File: config.mk
export PLATFORM = sky130hd
export DESIGN_NAME = axis_deconcatener
export DESIGN_NICKNAME = d
export VERILOG_FILES = /design/src/rtl/axis_deconcatener.sv
export SDC_FILE = /design/constraint.sdc
export NUM_CORES = 1
export LEC_CHECK = 0
export ABC_AREA = 1
export ABC_CLOCK_PERIOD_IN_PS = 1100
export BUFFER_PORTS_ARGS = -buffer_cell sky130_fd_sc_hd__buf_2
export CORE_MARGIN = 10
export CORE_UTILIZATION = 41
export CTS_BUF_LIST = sky130_fd_sc_hd__clkbuf_4 sky130_fd_sc_hd__clkbuf_8
export CTS_CLUSTER_DIAMETER = 200
export CTS_CLUSTER_SIZE = 20
export DETAILED_ROUTE_END_ITERATION = 10
export GPL_TIMING_DRIVEN = 0
export PLACE_DENSITY = 0.77
export SYNTH_ARGS = -nofsm -noshare
export SYNTH_HDL_FRONTEND = slang
export SYNTH_SLANG_ARGS = --single-unit
File: constraint.sdc
create_clock -name aclk -period 1.1 [get_ports aclk]
set_input_delay 0.165 -clock aclk [delete_from_list [all_inputs] [get_ports aclk]]
set_output_delay 0.165 -clock aclk [all_outputs]
set_load 0.03 [all_outputs]
File: src/rtl/axis_deconcatener.sv
// Splits one two-lane 32-bit ADC AXI4-Stream word into two per-channel sample streams,
// each with its own registered output slot and a sticky over-range flag.
module axis_deconcatener #(
    parameter int AXIS_TDATA_WIDTH_IN  = 14,
    parameter int AXIS_TDATA_WIDTH_OUT = 16,
    parameter int ALIGN_MSB            = 0
) (
    input  logic                            aclk,
    input  logic                            aresetn,
    output logic                            s_axis_tready,
    input  logic [31:0]                     s_axis_tdata,
    input  logic                            s_axis_tvalid,
    input  logic                            m_axis_tready_0,
    output logic [AXIS_TDATA_WIDTH_OUT-1:0] m_axis_tdata_0,
    output logic                            m_axis_tvalid_0,
    input  logic                            m_axis_tready_1,
    output logic [AXIS_TDATA_WIDTH_OUT-1:0] m_axis_tdata_1,
    output logic                            m_axis_tvalid_1,
    input  logic                            ovr_clear,
    output logic                            ovr_0,
    output logic                            ovr_1
);

    localparam int IN  = AXIS_TDATA_WIDTH_IN;
    localparam int OUT = AXIS_TDATA_WIDTH_OUT;
    localparam int SH  = IN - 1;
    // Bits [15:IN-1] of a lane, shifted down, must equal all-zeros or this mask.
    localparam logic [15:0] HI_MASK = 16'hFFFF >> SH;

    logic [1:0]     tvalid_q, tvalid_d;
    logic [1:0]     ovr_q, ovr_d;
    logic [OUT-1:0] tdata_q [2];
    logic [OUT-1:0] tdata_d [2];
    logic [15:0]    lane [2];
    logic [1:0]     tready;
    logic [1:0]     free;
    logic           acc;

    function automatic logic [OUT-1:0] format_sample(input logic [15:0] l);
        logic [IN-1:0]  x;
        logic [OUT-1:0] ext;
        x   = l[IN-1:0];
        ext = OUT'(x);
        if (ALIGN_MSB != 0) begin
            ext = ext << (OUT - IN);
        end else begin
            for (int i = IN; i < OUT; i++) ext[i] = x[IN-1];
        end
        return ext;
    endfunction

    function automatic logic out_of_range(input logic [15:0] l);
        logic [15:0] hi;
        hi = l >> SH;
        return (IN < 16) && (hi != '0) && (hi != HI_MASK);
    endfunction

    assign lane[0] = s_axis_tdata[15:0];
    assign lane[1] = s_axis_tdata[31:16];
    assign tready  = {m_axis_tready_1, m_axis_tready_0};
    assign free    = ~tvalid_q | tready;

    // Both slots load together, so input is accepted only when both can take a beat.
    assign s_axis_tready = aresetn & free[0] & free[1];
    assign acc           = s_axis_tvalid & s_axis_tready;

    always_comb begin
        // NOTE: every next-state signal gets a default first so no path leaves it unassigned (no latch).
        tvalid_d = tvalid_q;
        ovr_d    = ovr_q;
        tdata_d  = tdata_q;
        for (int k = 0; k < 2; k++) begin
            if (acc) begin
                tvalid_d[k] = 1'b1;
                tdata_d[k]  = format_sample(lane[k]);
            end else if (tvalid_q[k] && tready[k]) begin
                tvalid_d[k] = 1'b0;
            end
            if (ovr_clear) ovr_d[k] = 1'b0;
            // A set in the same cycle as a clear wins.
            if (acc && out_of_range(lane[k])) ovr_d[k] = 1'b1;
        end
    end

    always_ff @(posedge aclk) begin
        // NOTE: sequential state uses non-blocking assignments so all flops update from pre-edge values.
        if (!aresetn) begin
            tvalid_q   <= '0;
            ovr_q      <= '0;
            tdata_q[0] <= '0;
            tdata_q[1] <= '0;
        end else begin
            tvalid_q   <= tvalid_d;
            ovr_q      <= ovr_d;
            tdata_q[0] <= tdata_d[0];
            tdata_q[1] <= tdata_d[1];
        end
    end

    assign m_axis_tvalid_0 = tvalid_q[0];
    assign m_axis_tvalid_1 = tvalid_q[1];
    assign m_axis_tdata_0  = tdata_q[0];
    assign m_axis_tdata_1  = tdata_q[1];
    assign ovr_0           = ovr_q[0];
    assign ovr_1           = ovr_q[1];

endmodule

==> results_dict.tcl <==
set metrics [dict create \
    coreArea_um2 3310 \
    p_leak_nw 1.26 \
    slowest_delay_ns 0.36 \
    drt-total-wl_um 3860 \
    cts_root_buffer "clkbuf_4" \
    syn_avg_cell_area_um2 6.44 \
    synth.distinct_cells 13 \
    cp_top_family "simple AND/OR/NAND/NOR gates" \
    syn_inst 216 \
    worstHoldPathType "input port to flop" \
    violations "setup timing" \
    rsz0062_at_grt "true" \
    ioPinCount 75 \
    postRouteAntennaNets 0 \
    vdd_ir_drop_max_uv 822 \
    gp_congestion 0.681 \
    cts_buffer_depth 2 \
    drc 0 \
    dieWidth_um 78.3 \
    power_mw 2.73 \
    sw_frac_of_total 0.321 \
    fin_crit_ns 1.19 \
    cts_hold_buf 0 \
    clk_latency_ns 0.33 \
    pwr-share-comb 0.275 \
    power.density_nw_per_um2 1270 \
    dp_slack_ns -0.0764 \
    die_h_um 78.3 \
    vias 1446 \
    syn-num-nets 254 \
    maxSlewViolCount 0 \
    p_switching_mw 0.875 \
    setup_slack_ns -0.0896 \
    insertedDiodeCount 0 \
    gr-usage-all-layers 0.131 \
    numCtsBuffers 5 \
    grt_pass1_vias 1457 \
    grt_max_degree 11 \
    post_drt_wl_per_cell_um 11.0 \
    internal_power_mw 1.85 \
    grt_pass1_wl_um 6580 \
    cts_max_level 2 \
    setup_viol_count_final 33 \
    drive_above_1_share 0.422 \
    slew_headroom 0.689 \
    fill_cells 329 \
    first_iter_violations 29 \
    rows 21 \
    status "finished with violations" \
    tns_ns -1.99 \
    start_util 0.420 \
    antenna_found_initial 0 \
    worstPathCellList "nand2_4, nand3_4, nor2_4, buf_6, buf_6, nand2_2, nand2_1, nor2_1" \
    postPlaceCellArea_um2 1840 \
    seq_power_share 0.470 \
    layout.nets 343 \
    dpl.hpwl_um 2810 \
    power_frac_clock 0.254 \
    portBuffers 74 \
    arrival_ns 1.42 \
    dr.pass1.iters 4 \
    crit_path_end_kind "flop" \
    start_kind "flop" \
    design_area_um2 2150 \
    clk_pin_slew_worst_paths_ns 0.09 \
    yosysSeqAreaShare 0.460 \
    crit_required_ns 1.33 \
    area_delta_synth_final_pct 54.7 \
    dieArea_um2 6120 \
    cp_num_buf_inv 2 \
    critPathKind "flop to flop" \
    worstPathMaxFanout 5 \
    worst_pin_slew_ns 0.467 \
    hold_violations 0 \
    seqCellArea_um2 651 \
    dp.cells 336 \
    overflow 0 \
    cts.sinks 32 \
    synth.cell_area_um2 1390 \
    cp_slowest_cell "dfxtp_4" \
    synth_seq_cells 32 \
    clock_skew_ns 0.00962 \
    vias_per_cell 4.11 \
    fin_crit_sh 1.08 \
    fin_cells 352 \
    cap_violations 0 \
    cts_tree "built" \
    crit_path_frequent_cell "buf_6" \
    yosysWarnings 0 \
    fmax_mhz 841 \
    holdWs_ns 0.0970 \
    multiInputGateArea_um2 582 \
    postLayoutCoreUtil 0.650 \
]
==> worst paths after layout <==
kind                                           to  cells past startpoint   startpoint  slack (ns)
worst min register to register           ovr_q[0]                      2     ovr_q[0]        0.46
worst max-delay path            m_axis_tdata_1[8]                      8  tvalid_q[1]       -0.09
worst min-delay path                     ovr_q[0]                      4    ovr_clear         0.1
worst max register to register  m_axis_tdata_1[8]                      8  tvalid_q[1]       -0.09
==> kinds of logic (layout without fill, tap and decap cells) <==
kind of cell           count (synthesis)  after routing  synth area share
AO/OA/AOI/OAI                          4              4            0.0144
buffers and inverters                 52            142             0.168
flip-flops                            32             32             0.460
AND/OR/NAND/NOR                      128            128             0.357
==> worst register-to-register path, stage by stage (launching register included) <==
cell and delay, ns:
dfxtp_4 0.36, nand2_4 0.06, nand3_4 0.09, nor2_4 0.16
buf_6 0.15, buf_6 0.13, nand2_2 0.05, nand2_1 0.05
nor2_1 0.04
==> layout by cell type, fill, tap and decap left out, drive strengths merged <==
cell type	count
buf	89
nand2	66
nor2	59
inv	39
dfxtp	32
clkbuf	12
a21oi	4
nand3	3
clkinv	2
==> power by group through the flow <==
| stage | registers, mW | clock network (mW) | logic (mW) |
|---|---|---|---|
| CTS | 1.28 | 0.714 | 0.742 |
| detailed placement | 1.30 | 0 | 0.637 |
| finish | 1.28 | 0.694 | 0.752 |
| global placement | 1.30 | 0 | 0.629 |
| floorplan | 1.47 | 0 | 0.264 |
| global route | 1.29 | 0.785 | 0.831 |
==> metal layers <==
layer / track usage / share of wire / vias up
met5: 0 / 0 / -
met4: 0.0376 / 0.011 / 0
met3: 0.0900 / 0.13 / 6
met2: 0.221 / 0.47 / 49
met1: 0.126 / 0.38 / 606
li1: - / - / 785
==> synthesized netlist by cell type (all sizes together) <==
cell / instances / area share
nand2: 66 / 0.18
nor2: 59 / 0.16
inv: 39 / 0.11
dfxtp: 32 / 0.46
buf: 13 / 0.063
a21oi: 4 / 0.014
nand3: 3 / 0.014
==> area by class of cell <==
| class | instances | share of cell area |
|---|---|---|
| clock buffer | 6 | 0.0238 |
| inverter | 39 | 0.0680 |
| clock inverter | 2 | 0.00465 |
| timing repair buffer | 82 | 0.242 |
| buffer | 13 | 0.0616 |
| tap | 46 | 0.0267 |
| sequential | 32 | 0.302 |
| multi-input combinational | 132 | 0.270 |
==> sequential cells by signal (all words and copies together) (netlist names) <==
signal / cells
m_axis_tdata_0: 14
ovr_q: 2
m_axis_tdata_1: 14
tvalid_q: 2
==> timing repair <==
action / CTS / global route
resized for setup: 44 / 22
buffers inserted: 5 / 0
endpoints found under the setup margin: 32 / 47
pin swaps: 4 / 0
cloned: 4 / 0
Power figures use the tool's default switching activity.
